[config.mk]
export PLATFORM = sky130hd
export DESIGN_NAME = keypad_scan
export DESIGN_NICKNAME = d
export VERILOG_FILES = /design/src/rtl/keypad_pkg.sv /design/src/rtl/keypad_key_encode.sv /design/src/rtl/keypad_scan.sv
export SDC_FILE = /design/constraint.sdc
export NUM_CORES = 1
export LEC_CHECK = 0
export CAP_MARGIN = 20
export CORE_UTILIZATION = 50
export DETAILED_ROUTE_END_ITERATION = 7
export PLACE_DENSITY = 0.71
export SLEW_MARGIN = 20
export SYNTH_ARGS = -nofsm -noshare
export SYNTH_HDL_FRONTEND = slang
export SYNTH_HIERARCHICAL = 1
export SYNTH_SLANG_ARGS = --single-unit
[constraint.sdc]
create_clock -name CLK -period 2.1 [get_ports CLK]
set_input_delay 0.42 -clock CLK [delete_from_list [all_inputs] [get_ports CLK]]
set_output_delay 0.42 -clock CLK [all_outputs]
set_load 0.02 [all_outputs]
[src/rtl/keypad_pkg.sv]
// Shared codes, FSM state type and column-decode helpers for the kiosk keypad scanner.
package keypad_pkg;

  localparam logic [4:0] KEY_START = 5'd10;
  localparam logic [4:0] KEY_CLEAR = 5'd11;
  localparam logic [4:0] KEY_ENTER = 5'd12;
  localparam logic [4:0] NUM_IDLE  = 5'd31;

  typedef enum logic [1:0] {SCAN, DEB_PRESS, ARM, HELD} state_e;

  // True when exactly one line of an active-low nibble is pulled low.
  function automatic logic single_low(input logic [3:0] v);
    return (v == 4'b1110) || (v == 4'b1101) || (v == 4'b1011) || (v == 4'b0111);
  endfunction

  function automatic logic [1:0] low_idx(input logic [3:0] v);
    logic [1:0] idx;
    idx = 2'd0;
    case (v)
      4'b1101: idx = 2'd1;
      4'b1011: idx = 2'd2;
      4'b0111: idx = 2'd3;
      default: idx = 2'd0;
    endcase
    return idx;
  endfunction

endpackage

[src/rtl/keypad_key_encode.sv]
// Maps a latched row/column position of the 4x4 keypad to its key code and function flags.
module keypad_key_encode
  import keypad_pkg::*;
(
  input  logic [1:0] row_i,
  input  logic [1:0] col_i,
  output logic [4:0] code_o,
  output logic       start_o,
  output logic       clear_o,
  output logic       enter_o
);

  always_comb begin
    code_o = NUM_IDLE;
    unique case ({row_i, col_i})
      4'h0: code_o = 5'd1;
      4'h1: code_o = 5'd2;
      4'h2: code_o = 5'd3;
      4'h3: code_o = KEY_START;
      4'h4: code_o = 5'd4;
      4'h5: code_o = 5'd5;
      4'h6: code_o = 5'd6;
      4'h7: code_o = KEY_CLEAR;
      4'h8: code_o = 5'd7;
      4'h9: code_o = 5'd8;
      4'hA: code_o = 5'd9;
      4'hB: code_o = KEY_ENTER;
      4'hC: code_o = 5'd13;
      4'hD: code_o = 5'd0;
      4'hE: code_o = 5'd14;
      4'hF: code_o = 5'd15;
      default: code_o = NUM_IDLE;
    endcase
    start_o = (code_o == KEY_START);
    clear_o = (code_o == KEY_CLEAR);
    enter_o = (code_o == KEY_ENTER);
  end

endmodule

[src/rtl/keypad_scan.sv]
// 4x4 active-low keypad scanner with press/release debounce and level-style key outputs.
// Define KEYPAD_REPEAT_EN to auto-repeat startSet while a digit key stays held.
module keypad_scan
  import keypad_pkg::*;
#(
  parameter int unsigned SCAN_DIV   = 25,
  parameter int unsigned DEB_CYC    = 250,
  parameter int unsigned REPEAT_CYC = 12500
) (
  input  logic       CLK,
  input  logic       RSTn,
  input  logic [3:0] col_in,
  output logic [3:0] row_out,
  output logic [4:0] num,
  output logic       start,
  output logic       clear,
  output logic       enter,
  output logic       startSet
);

  localparam int unsigned ScanW = (SCAN_DIV > 1) ? $clog2(SCAN_DIV) : 1;
  localparam int unsigned DebW  = (DEB_CYC > 1) ? $clog2(DEB_CYC) : 1;
  localparam logic [ScanW-1:0] ScanLast = ScanW'(SCAN_DIV - 1);
  localparam logic [DebW-1:0]  DebLast  = DebW'(DEB_CYC - 1);

  state_e           state_q;
  logic [3:0]       row_q;
  logic [ScanW-1:0] scan_cnt_q;
  logic [DebW-1:0]  deb_cnt_q;
  logic [1:0]       key_row_q;
  logic [1:0]       key_col_q;
  logic [3:0]       key_pat_q;
  logic [4:0]       num_q;
  logic             start_q;
  logic             clear_q;
  logic             enter_q;
  logic             valid_q;

`ifdef KEYPAD_REPEAT_EN
  localparam int unsigned RepW = (REPEAT_CYC > 1) ? $clog2(REPEAT_CYC) : 1;
  // Drop one cycle before the period ends so rising edges are REPEAT_CYC apart.
  localparam logic [RepW-1:0] RepLast = RepW'(REPEAT_CYC - 2);
  logic [RepW-1:0] rep_cnt_q;
`endif

  logic [4:0] enc_code;
  logic       enc_start;
  logic       enc_clear;
  logic       enc_enter;

  keypad_key_encode u_encode (
    .row_i   (key_row_q),
    .col_i   (key_col_q),
    .code_o  (enc_code),
    .start_o (enc_start),
    .clear_o (enc_clear),
    .enter_o (enc_enter)
  );

  always_ff @(posedge CLK) begin
    if (!RSTn) begin
      state_q    <= SCAN;
      row_q      <= 4'b1110;
      scan_cnt_q <= '0;
      deb_cnt_q  <= '0;
      key_row_q  <= 2'd0;
      key_col_q  <= 2'd0;
      key_pat_q  <= 4'hF;
      num_q      <= NUM_IDLE;
      start_q    <= 1'b0;
      clear_q    <= 1'b0;
      enter_q    <= 1'b0;
      valid_q    <= 1'b0;
`ifdef KEYPAD_REPEAT_EN
      rep_cnt_q  <= '0;
`endif
    end else begin
      unique case (state_q)
        SCAN: begin
          if (scan_cnt_q == ScanLast) begin
            scan_cnt_q <= '0;
            if (single_low(col_in)) begin
              key_row_q <= low_idx(row_q);
              key_col_q <= low_idx(col_in);
              key_pat_q <= col_in;
              deb_cnt_q <= '0;
              state_q   <= DEB_PRESS;
            end else begin
              // Idle columns and multi-key ghosts both just advance the scan.
              row_q <= {row_q[2:0], row_q[3]};
            end
          end else begin
            scan_cnt_q <= scan_cnt_q + 1'b1;
          end
        end
        DEB_PRESS: begin
          if (col_in != key_pat_q) begin
            scan_cnt_q <= '0;
            state_q    <= SCAN;
          end else if (deb_cnt_q == DebLast) begin
            num_q     <= enc_code;
            start_q   <= enc_start;
            clear_q   <= enc_clear;
            enter_q   <= enc_enter;
            deb_cnt_q <= '0;
            state_q   <= ARM;
          end else begin
            deb_cnt_q <= deb_cnt_q + 1'b1;
          end
        end
        ARM: begin
          valid_q   <= 1'b1;
          deb_cnt_q <= '0;
`ifdef KEYPAD_REPEAT_EN
          rep_cnt_q <= '0;
`endif
          state_q   <= HELD;
        end
        HELD: begin
`ifdef KEYPAD_REPEAT_EN
          if (num_q < KEY_START) begin
            if (!valid_q) begin
              valid_q   <= 1'b1;
              rep_cnt_q <= '0;
            end else if (rep_cnt_q == RepLast) begin
              valid_q   <= 1'b0;
              rep_cnt_q <= '0;
            end else begin
              rep_cnt_q <= rep_cnt_q + 1'b1;
            end
          end
`endif
          if (col_in != 4'hF) begin
            deb_cnt_q <= '0;
          end else if (deb_cnt_q == DebLast) begin
            valid_q    <= 1'b0;
            num_q      <= NUM_IDLE;
            start_q    <= 1'b0;
            clear_q    <= 1'b0;
            enter_q    <= 1'b0;
            deb_cnt_q  <= '0;
            row_q      <= 4'b1110;
            scan_cnt_q <= '0;
            state_q    <= SCAN;
          end else begin
            deb_cnt_q <= deb_cnt_q + 1'b1;
          end
        end
        default: state_q <= SCAN;
      endcase
    end
  end

  assign row_out  = row_q;
  assign num      = num_q;
  assign start    = start_q;
  assign clear    = clear_q;
  assign enter    = enter_q;
  assign startSet = valid_q;

endmodule

Yosys cells after proc, flatten, opt, wreduce, memory -nomap -nowiden
Memory sizes are Yosys's and may differ from the RTL's. A register that Yosys moved wholly into a read port is not among the register bits.
Cells that the tools add are included.

word-level totals
  register bits = 36
  memories = 1
  ROM bits = 64
  input port bits = 6

cells by class
  equality and inequality tests = 26
  add/subtract/negate cells = 2
  muxes and demuxes = 44
  reductions and logical operators = 15

memory list
  memory           words  bits a word  rd ports  clocked after Yosys merged registers in  write ports  RTL line                 RTL
  (no name shown)  16     4            1         1                                        0            keypad_key_encode.sv:15  unique case ({row_i, col_i})

operators by type and width
  cell                 count
  $mux 5               8
  $mux 8               5
  $pmux 8 s4           1
  $mux 4               6
  $eq 4x4->1 const B   5
  $ne 2x2->1 const B   8
  $eq 5x4->1 const B   3
  $pmux 5 s3           1
  $reduce_and 5->1     3
  $mux 2               6
  $pmux 2 s3           2
  $pmux 5 s2           1
  $reduce_and 3->1     3
  $add 8x1->8 const B  1
  $eq 4x3->1 const B   2
  $eq 8x8->1 const B   1
  $mux 1               8
  $pmux 1 s2           4
  $pmux 2 s4           1
  $pmux 4 s2           1
  $reduce_bool 2->1    3
  $add 5x1->5 const B  1
  $eq 5x5->1 const B   1
  $eq 2x2->1 const B   2
  other kinds (8)      10

Logic depth before layout (Yosys ltp)
  word-level depth = 7
  mapped depth = 8

By module
Netlist, hierarchy kept.

modules (own cells, without submodules)
  module             area each (µm²)  seq. area each (µm²)  times used  cells an instance
  keypad_scan        1871.8           720.7                 1           217
  keypad_key_encode  261.5            0.0                   1           29

Worst setup path before layout
Ideal clock, no wire load.

  kind = register to register
  from = reg deb_cnt_q[1]
  to = reg deb_cnt_q[2]
  period minus slack after synthesis = 1.833 ns
  setup time = 0.070 ns
  required time = 2.030 ns
  slack = 0.267 ns
  path buffers = 0
  cell stages (with the launch flop) = 8
  data arrival time = 1.763 ns
  path through = dfxtp_1 > inv_1 > ha_1 > and3b_1 > and2_0 > or2_1 > or4b_1 > a21boi_1

on the way
  word-level cells in the longest chain between the ends = 4

RTL lines
  element                                           RTL line                                RTL
  start, declared                                   keypad_scan.sv:29                       logic [DebW-1:0] deb_cnt_q;
  start signal, assigned                            keypad_scan.sv:108                      deb_cnt_q <= deb_cnt_q + 1'b1;
  start signal, assigned                            keypad_scan.sv:146                      deb_cnt_q <= deb_cnt_q + 1'b1;
  $add 8x1->8 / $eq 8x8->1 (equally long branches)  -
  $mux 8 *                                          keypad_scan.sv:100, keypad_scan.sv:135
  $mux 8, on equally long branches                  keypad_scan.sv:133, keypad_scan.sv:97
  $pmux 8 s4 *                                      keypad_scan.sv:78                       unique case (state_q)

Mark *: on every way between the ends. The rest lies on a longest branch, timed or not. The select of a mux whose other input is x is not followed.
A chain may end at the register's enable or synchronous reset.

Final worst setup path
  from = in col_in[2]
  to = reg deb_cnt_q[3]

on the way
  word-level cells in the longest chain between the ends = 6

RTL lines
  element                            RTL line           RTL
  start, declared                    keypad_scan.sv:12  input logic [3:0] col_in,
  $eq 4x4->1                         keypad_pkg.sv:13   return (v == 4'b1110) || (v == 4'b1101) || (v == 4'b1011) || (v == 4'b0111);
  $logic_or 1x1->1 (3 in a row)      keypad_pkg.sv:13
  $ne 2x2->1 (no source line)        -
  $reduce_and 3->1 (no source line)  -

Several ways; a longest one is shown, not always the timed one.

==> flow_summary.toml <==
[drt]
firstDrtPassIters = 4
wl_um = 4170
vias = 1822
via_per_inst = 5.59
drtAntennaViolNets = 0
drc = 0
wl_per_cell_um = 12.8
drt-initial-drc-count = 83

[hold_path]
whs_endpoint = "deb_cnt_q[6]"
min_from = "deb_cnt_q[6]"
min_path_cells = 2
hold_path_class = "flip-flop to flip-flop"

[cells_and_area]
filler_cell_count = 384
diodes = 0
utilization_pct = 62.1
final_nets = 293
stdcell_area_um2 = 2520
areaGrowthSynthToFinish_pct = 18.1
post_route_cells_drive_above_1_share_pct = 14.5

[logic_synthesis]
syn_area_um2 = 2130
ys_seq_area_share_pct = 33.8
synth-main-ff-cell = "dfxtp_1"
ys_seq_elements = 36
synth_cell_type_count = 56
synth_cells = 246
synth-edff-count = 0
syn_area_per_cell_um2 = 8.67
ys_warn_count = 6
async_flop_share_pct = 0
synth_fp_nets = 261

[timing]
fmax_mhz = 517
period_share_pct = 92.2
maxSlewHeadroom_pct = 64.0
setup_viol = 0
tightestPinTransition_ps = 538
grt_setup_unrepaired = "false"
finClkSkew_ps = 4.16
hold_viol = 0
setup-tns-final_ps = 0
drv_slew = 0
fin_crit_ps = 1940

[floorplan]
die_h_um = 67.3
ios = 19
dieArea_um2 = 4530
die_x_um = 67.3
floorplan.rows = 23
coreArea_um2 = 4060
initial_utilization_pct = 52.6

[setup_path]
crit_start = "col_in[2]"
rrSetupSlack_ps = 190
worstSetupPathType = "input pin to flip-flop"
worstPathCellList = "dlygate4sd2_1, xnor2_1, and4_1, a221oi_4, buf_12, or4_1, a21oi_1"
critPathLaunchType = "input pin"
r2r-end = "num[2]"
cp.buffers_inverters = 2
worst-path-max-fanout = 13
cpPeakStageDelay_ps = 470
cpMaxStageDelayCell = "or4_1"
reg2reg_from = "key_col_q[1]"
crit_required_ps = 2320
cp-end-kind = "flip-flop"
reg2reg_depth = 7
crit_family = "simple AND/OR/NAND/NOR gates"
crit_arrival_ps = 2150

[place]
port_buffers = 18
place_hpwl_um = 3080
placed_area_um2 = 2460
gp_congestion = 0.774

[cts]
cts_max_level = 2
ctsRootBufferMaster = "clkbuf_8"
clkSinkCount = 36
cts_hold_buf = 0
cts_made_buffers = 5
clock_path_buffers = 2
insertion_delay_ps = 280
path_clk_slew_ps = 60
cts_tree = "done"

[global_route]
grt_remaining_overflow = 0
grt.total_usage_pct = 20.1
antenna_found_initial = 0
grt_pass1_vias = 1624
grt_pass1_wl_um = 6970
grt_max_degree = 14

[run]
max_cap_viol_count = 0

[power]
power.leakage_nw = 0.921
power.density_nw_per_um2 = 479
ir_worst_vdd_mv = 0.384

[status]
status = "finished, final reports clean"
-- cells in the final DEF, fill, tap and decap left out, types with 5 or more instances in the layout --
cell	count
a21boi_0	9
a21boi_1	5
a21oi_1	9
buf_4	20
clkbuf_8	5
clkdlybuf4s50_1	14
dfxtp_1	36
ha_1	9
inv_1	14
mux2i_1	6
nand2_1	25
nand3_1	11
nand4_1	8
nor2_1	5
nor4_1	6
o21ai_0	15
xnor2_1	6
-- cell type report --
type / instances / area [um2] / share of cell area [%]
multi-input combinational: 181 / 1270 / 50.2
clock buffer: 5 / 68.8 / 2.73
tap: 50 / 62.6 / 2.48
inverter: 15 / 56.3 / 2.23
timing repair buffer: 39 / 345 / 13.7
sequential: 36 / 721 / 28.6
-- Yosys cell counts, types with 3 or more instances --
cell type / instances / area share (%)
nor2_1: 5 / 0.88
nand4_1: 8 / 2.3
or4_1: 4 / 1.4
dfxtp_1: 36 / 34
o21ai_0: 15 / 3.5
inv_1: 14 / 2.5
a21boi_0: 9 / 3.2
ha_1: 9 / 5.3
nand2_1: 25 / 4.4
or3_1: 4 / 1.2
a31oi_1: 4 / 1.2
nor3_1: 4 / 0.94
nor4_1: 6 / 1.8
nor2b_1: 4 / 1.2
o31ai_1: 4 / 1.4
nand4b_1: 3 / 1.2
xnor2_1: 6 / 2.5
buf_6: 4 / 2.1
nand3_1: 11 / 2.6
mux2i_1: 6 / 2.8
nand2b_1: 4 / 1.2
a21oi_1: 9 / 2.1
a21boi_1: 5 / 1.8
clkbuf_1: 4 / 0.70
buf_2: 3 / 0.70
-- through the flow --
| step | hold WS (ps) | setup slack (ps) | power, mW | cells |
|---|---|---|---|---|
| floorplan | 443 | 267 | 0.763 | 246 |
| global placement | 458 | -312 | 0.790 | 321 |
| detailed placement | 463 | -397 | 0.791 | 321 |
| CTS | 472 | 160 | 1.22 | 326 |
| global route | 501 | 54.8 | 1.26 | 326 |
| finish | 475 | 164 | 1.21 | 326 |
-- flip-flops by register name, summed over array words and instances, names as in the netlist, named ones only --
register,flops
startSet,1
key_col_q,2
num,5
scan_cnt_q,5
row_out,4
key_row_q,2
enter,1
deb_cnt_q,8
clear,1
key_pat_q,4
state_q,1
start,1
-- worst register-to-register path: stages, from the launching register on --
cell	delay (ps)
dfxtp_1	430
inv_1	110
ha_1	280
nand2b_1	160
a21boi_0	350
a31oi_1	90
nor4_1	280
o21ai_0	110
-- logic make-up after synthesis --
| family | count (synthesis) | share of synthesized area (%) |
|---|---|---|
| buffers and inverters | 29 | 6.86 |
| AO/OA/AOI/OAI | 59 | 20.2 |
| XOR/XNOR | 8 | 3.64 |
| flip-flops | 36 | 33.8 |
| other | 1 | 0.176 |
| AND/OR/NAND/NOR | 98 | 27.3 |
| adder cells (fa/ha/maj) | 9 | 5.28 |
| multiplexers | 6 | 2.82 |
-- timing repair --
action,CTS,global route
buffers inserted,0,0
endpoints found under the setup margin,8,0
resized for setup,4,0
endpoints found under the hold margin,0,0
-- how the worst max path moves through the flow --
stage,to,depth (start not counted)
after floorplan,deb_cnt_q[2],7
after global placement,deb_cnt_q[4],7
after detailed placement,deb_cnt_q[3],7
after CTS,deb_cnt_q[3],7
after global routing,enter,7
final,deb_cnt_q[3],7
-- routing by layer --
layer	vias up	GRT usage (%)	share of wire, %
li1	948	-	-
met5	-	0	0
met1	841	26.6	53
met4	0	5.59	0.96
met3	5	5.07	3.0
met2	28	32.1	43
-- report_power, final --
part           leakage [nW]  total [mW]  internal (mW)  switching (mW)
combinational         0.594      0.0794         0.0378          0.0416
clock                0.0359       0.434          0.213           0.220
sequential            0.291       0.693          0.688         0.00549
total                 0.921        1.21          0.939           0.267
Power figures use the tool's default switching activity.
==> RTL change 1, RTL diff (same flow settings) <==
`SCAN_DIV`: 25 -> 50.
--- a/src/rtl/keypad_scan.sv
+++ b/src/rtl/keypad_scan.sv
@@ -5,3 +5,3 @@
 #(
-  parameter int unsigned SCAN_DIV   = 25,
+  parameter int unsigned SCAN_DIV   = 50,
   parameter int unsigned DEB_CYC    = 250,
Function: no difference found for any inputs over 10 cycles, from zero or initial values and one cycle with RSTn low; that may be too few to reach the edited logic, so the function may still have changed.
==> RTL change 1 against the original RTL <==
  * Via count up 5.7%
  * Critical endpoint is now deb_cnt_q[1]$_SDFFE_PN0P_
  * Synthesized area up 3.9%
  * Clock power up 44%
  * Total power up 18%
  * Final cell count up 0.31%
  * Critical path type unchanged
  * Clock skew up 0.0024 ns
  * Die area up 3.8%
  * Design area up 4.1%
  * Critical path depth down 1
  * Sequential cell count up 1
  * Wire length up 9.3%
  * Worst setup slack worse by 0.014 ns
  * Hold slack worse by 0.0019 ns
==> RTL change 1: results (changes against the original RTL) <==
{
  "outcome": {
    "status": "finished clean"
  },
  "global_routing": {
    "met2_usage": {"value": 0.365, "change": "+0.0439"},
    "grt_pass1_wl": {"value": 7.56, "unit": "mm", "change": "+8.4%"},
    "grtUsageTotal": {"value": 0.214, "change": "+0.0135"},
    "grt_pass1_vias": {"value": 1711, "change": "+5.4%"},
    "grt_max_degree": {"value": 15, "change": "+1"},
    "global_route_met1_usage": {"value": 0.266, "change": "about the same"},
    "grt_use_met3": {"value": 0.0493, "change": "-0.00133"}
  },
  "synthesis": {
    "yosys.cell_types.count": {"value": 61, "change": "+8.9%"},
    "synth_fp_nets": {"value": 262, "change": "+0.38%"},
    "synthTopCellsByArea": "dfxtp_1 (33%), ha_1 (5.1%), a21oi_1 (5.0%), o21ai_0 (3.8%), nand2_1 (3.6%)"
  },
  "route": {
    "met1_routed_length": {"value": 2.24, "unit": "mm", "change": "+2.4%"},
    "met2_wirelength": {"value": 2.15, "unit": "mm", "change": "+19%"},
    "wl_met3": {"value": 121, "unit": "um", "change": "-4.0%"}
  },
  "layout": {
    "multi_input_comb_area": {"value": 1350, "unit": "um^2", "change": "+6.7%"},
    "bufAreaShareNonClock": {"value": 0.121, "change": "-0.0159"},
    "comb.multi_input.count": {"value": 186, "change": "+2.8%"},
    "filler_cell_count": {"value": 375, "change": "-2.3%"},
    "layout-drive-gt1-share": {"value": 0.162, "change": "+0.0175"},
    "inverters": {"value": 9, "change": "-6"},
    "signal_buffers": {"value": 37, "change": "-5.1%"},
    "final_nets": {"value": 291, "change": "-0.68%"},
    "seq-cell-share": {"value": 0.282, "change": "-0.00356"}
  },
  "clocking": {
    "clkSinkCount": {"value": 37, "change": "+2.8%"}
  },
  "timing": {
    "pin_slew_with_the_least_headroom_to_its_limit": {"value": 0.552, "unit": "ns", "change": "+0.0132 ns"},
    "finalHoldWorstSlack": {"value": 0.473, "unit": "ns", "change": "-0.00193 ns"}
  },
  "critical_path": {
    "regToRegSetupSlack": {"value": 0.16, "unit": "ns", "change": "-0.03 ns"},
    "path_max_fanout": {"value": 14, "change": "+1"}
  },
  "power_and_ir_drop": {
    "power.leakage": {"value": 1.01, "unit": "nW", "change": "+9.3%"},
    "sequentialPower": {"value": 0.000712, "unit": "W", "change": "+3%"}
  },
  "placement": {
    "gpl.final_weighted_congestion": {"value": 0.824, "change": "+6.4%"},
    "placement.setup.worst_slack": {"value": -0.393, "unit": "ns", "change": "+0.00402 ns"}
  }
}
[RTL change 1: worst max-delay path: stages]
cell           delay (ns)
dlygate4sd2_1        0.33
xnor2_2              0.26
o211ai_4             0.13
a221oi_4             0.56
o21ai_2              0.22
a211oi_1             0.23
[RTL change 1: cell families (layout without fill, tap and decap cells)]
kind of cell / Yosys count / in the layout / share of synthesized area
flip-flops: 37 / 37 / 0.334
buffers and inverters: 24 / 54 / 0.0587
AND/OR/NAND/NOR: 92 / 92 / 0.269
adder cells (fa/ha/maj): 9 / 9 / 0.0508
other: 1 / 1 / 0.00169
XOR/XNOR: 8 / 8 / 0.0350
AO/OA/AOI/OAI: 69 / 69 / 0.219
multiplexers: 7 / 7 / 0.0316
[RTL change 1: worst max-delay path by stage]
stage	startpoint	slack, ns	to	depth (start not counted)
detailed placement	col_in[2]	-0.39	deb_cnt_q[0]$_SDFFE_PN0P_	7
CTS	scan_cnt_q[0]$_SDFFE_PN0P_	0.11	deb_cnt_q[7]$_SDFFE_PN0P_	6
finish	col_in[2]	0.15	deb_cnt_q[1]$_SDFFE_PN0P_	6
global placement	col_in[2]	-0.37	deb_cnt_q[0]$_SDFFE_PN0P_	7
global route	scan_cnt_q[1]$_SDFFE_PN0P_	0.009	deb_cnt_q[0]$_SDFFE_PN0P_	8
floorplan	scan_cnt_q[0]$_SDFFE_PN0P_	0.26	row_out[3]$_SDFFE_PN1P_	6
[RTL change 1: per-stage QoR]
step,cell area (um^2),instances,utilization,setup TNS [ns]
after floorplan,2220,247,-,0
after global placement,2510,319,0.609,-7.53
after detailed placement,2510,319,0.609,-8.07
after CTS,2620,327,0.636,0
after global routing,2620,327,0.637,0
final,2620,327,0.637,0
==> RTL change 2, RTL diff (same flow settings) <==
Without the edit above. The 4 states of `state_e` get a one-hot encoding in 4 bits.
--- a/src/rtl/keypad_pkg.sv
+++ b/src/rtl/keypad_pkg.sv
@@ -8,3 +8,3 @@
 
-  typedef enum logic [1:0] {SCAN, DEB_PRESS, ARM, HELD} state_e;
+  typedef enum logic [3:0] {SCAN = 4'b0001, DEB_PRESS = 4'b0010, ARM = 4'b0100, HELD = 4'b1000} state_e;
 
Behaviour: same outputs for any inputs over 10 cycles, from zero or initial values and one cycle with RSTn low; not proved beyond that.
==> RTL change 2 against the original RTL <==
  * Non-clock buffer count rose by 7
  * Total power rose by 11%
  * Global-route usage is 1.7 points higher
  * Sequential cell count grew 2
  * Count of clock-buffer cells in the layout grew 2
  * Synthesized area is 4.5% higher
  * Utilization rose by 3.4 points
  * Register-to-register slack worse by 0.07 ns
  * Via count rose by 5.8%
  * Critical path depth decreased by 1
  * Worst setup slack lost 0.043 ns
  * Wire length grew 12%
  * Design area grew 7.7%
  * Critical endpoint is now deb_cnt_q[4]$_SDFFE_PN0P_
==> RTL change 2: results (changes against the original RTL) <==
{
  "outcome": {
    "status": "finished clean"
  },
  "global_routing": {
    "grtUsageTotal": {"value": 0.218, "change": "+0.0170"},
    "grt_max_degree": {"value": 17, "change": "+3"},
    "number_of_antenna_violations_at_the_first_check_in_global_routing": {"value": 0, "change": "unchanged"},
    "grt_pass1_vias": {"value": 1687, "change": "+3.9%"},
    "grt_pass1_wl": {"value": 7.47, "unit": "mm", "change": "+7.2%"}
  },
  "critical_path": {
    "critical-path-top-delay-family": "simple AND/OR/NAND/NOR gates",
    "arrival": {"value": 2.20, "unit": "ns", "change": "+0.05 ns"},
    "crit_slowest_cell": "or4b_4",
    "regToRegSetupSlack": {"value": 0.12, "unit": "ns", "change": "-0.07 ns"},
    "timing.critical_path.slowest_cell_delay": {"value": 0.58, "unit": "ns", "change": "+0.11 ns"},
    "critical_path_cell_count": {"value": 6, "change": "-1"},
    "path_max_fanout": {"value": 9, "change": "-4"}
  },
  "placement": {
    "dpl_wire_length": {"value": 3.47, "unit": "mm", "change": "+13%"},
    "placedInstanceArea": {"value": 2590, "unit": "um^2", "change": "+5.4%"},
    "gpl.final_weighted_congestion": {"value": 0.789, "change": "+1.9%"},
    "placement.setup.worst_slack": {"value": -0.342, "unit": "ns", "change": "+0.0555 ns"}
  },
  "layout": {
    "layout-drive-gt1-share": {"value": 0.206, "change": "+0.0612"},
    "final_nets": {"value": 310, "change": "+5.8%"},
    "filler_cell_count": {"value": 368, "change": "-4.2%"}
  },
  "route": {
    "drtIter0Drc": {"value": 80, "change": "-3.6%"},
    "routed_wire_length_per_instance": {"value": 13.5, "unit": "um", "change": "+5.9%"},
    "vias": {"value": 1928, "change": "+5.8%"}
  },
  "clocking": {
    "clock_buffers_created_by_tritoncts": {"value": 5, "change": "unchanged"},
    "clkLatencyLatePin_ns": 0.29,
    "buffers_inserted_during_post_cts_setup_optimization": {"value": 0, "change": "unchanged"}
  },
  "synthesis": {
    "synthTopCellsByArea": "dfxtp_1 (34%), ha_1 (5.1%), a21oi_1 (4.7%), nor2_1 (4.4%), nand2_1 (4.2%)",
    "yosys.cell_types.count": {"value": 58, "change": "+3.6%"},
    "synth_fp_nets": {"value": 271, "change": "+3.8%"},
    "postSynth.asyncResetShare": {"value": 0, "change": "unchanged"},
    "synth.yosys.seq_area_share": {"value": 0.341, "change": "+0.00336"},
    "synth.top_cells.by_count": "dfxtp_1 (38), nor2_1 (26), nand2_1 (25)"
  },
  "timing": {
    "pin_slew_with_the_least_headroom_to_its_limit": {"value": 0.471, "unit": "ns", "change": "-0.0679 ns"},
    "final.period_utilization": {"value": 0.942, "change": "+0.0203"},
    "finalClockSkew": {"value": 0.00792, "unit": "ns", "change": "+0.00377 ns"}
  },
  "power_and_ir_drop": {
    "power.leakage": {"value": 1.03, "unit": "nW", "change": "+12%"},
    "ir_worst_vdd": {"value": 0.308, "unit": "mV", "change": "-20%"}
  }
}
RTL change 2: final cells by class:
| class | count | area [um^2] | share of cell area |
|---|---|---|---|
| inverters | 11 | 41.3 | 0.0152 |
| clock inverters | 1 | 5.00 | 0.00184 |
| well taps | 50 | 62.6 | 0.0230 |
| repair buffers | 46 | 393 | 0.145 |
| clock buffers | 7 | 86.3 | 0.0318 |
| multi-input cells | 193 | 1370 | 0.503 |
| flip-flops and latches | 38 | 762 | 0.281 |
RTL change 2: worst paths after layout:
| kind | to | start |
|---|---|---|
| min | startSet$_SDFFE_PN0P_ | startSet$_SDFFE_PN0P_ |
| max | deb_cnt_q[4]$_SDFFE_PN0P_ | state_q[1]$_SDFFE_PN0P_ |
| max reg2reg | deb_cnt_q[4]$_SDFFE_PN0P_ | state_q[1]$_SDFFE_PN0P_ |
| min reg2reg | startSet$_SDFFE_PN0P_ | startSet$_SDFFE_PN0P_ |
RTL change 2: logic make-up (layout without fill, tap and decap cells):
kind of cell | after synthesis | in the layout | share of synthesized area
AND/OR/NAND/NOR | 106 | 106 | 0.274
AO/OA/AOI/OAI | 58 | 58 | 0.195
flip-flops | 38 | 38 | 0.341
buffers and inverters | 25 | 65 | 0.0606
XOR/XNOR | 14 | 14 | 0.0550
adder cells (fa/ha/maj) | 9 | 9 | 0.0505
multiplexers | 5 | 5 | 0.0224
other | 1 | 1 | 0.00168
RTL change 2: what timing repair did:
| item | in CTS | in global routing |
|---|---|---|
| gates resized for setup | 3 | 7 |
| endpoints found under the setup margin | 3 | 23 |
| hold buffers | 0 | 0 |
| cloned | 0 | 0 |
RTL change 2: where the power goes:
group	switching, W	internal (W)	leakage, nW	total [W]
sequential	0.00000494	0.000725	0.307	0.000730
combinational	0.0000478	0.0000386	0.680	0.0000864
clock	0.000253	0.000265	0.0482	0.000518
total	0.000306	0.00103	1.03	0.00133
RTL change 2: worst reg2reg max path, delay by kind of cell (launching register included):
family             cells  cell delay [ns]
and+or+nand+nor        3             1.00
AOI/OAI and AO/OA      3             0.49
DFF                    1             0.43
RTL change 2: metal layers:
layer	share of wire	GRT usage
met3	0.029	0.0592
met4	0.012	0.0944
met1	0.49	0.272
met2	0.47	0.350
met5	0	0
RTL change 2: per-stage QoR:
stage / utilization / TNS (ns) / hold WS [ns] / power, W / instances
after detailed placement: 0.625 / -7.27 / 0.465 / 0.000831 / 338
after floorplan: - / 0 / 0.444 / 0.000799 / 256
after CTS: 0.648 / 0 / 0.480 / 0.00135 / 346
after global placement: 0.625 / -7.16 / 0.457 / 0.000831 / 338
final: 0.655 / 0 / 0.473 / 0.00133 / 346
after global routing: 0.655 / 0 / 0.501 / 0.00139 / 346
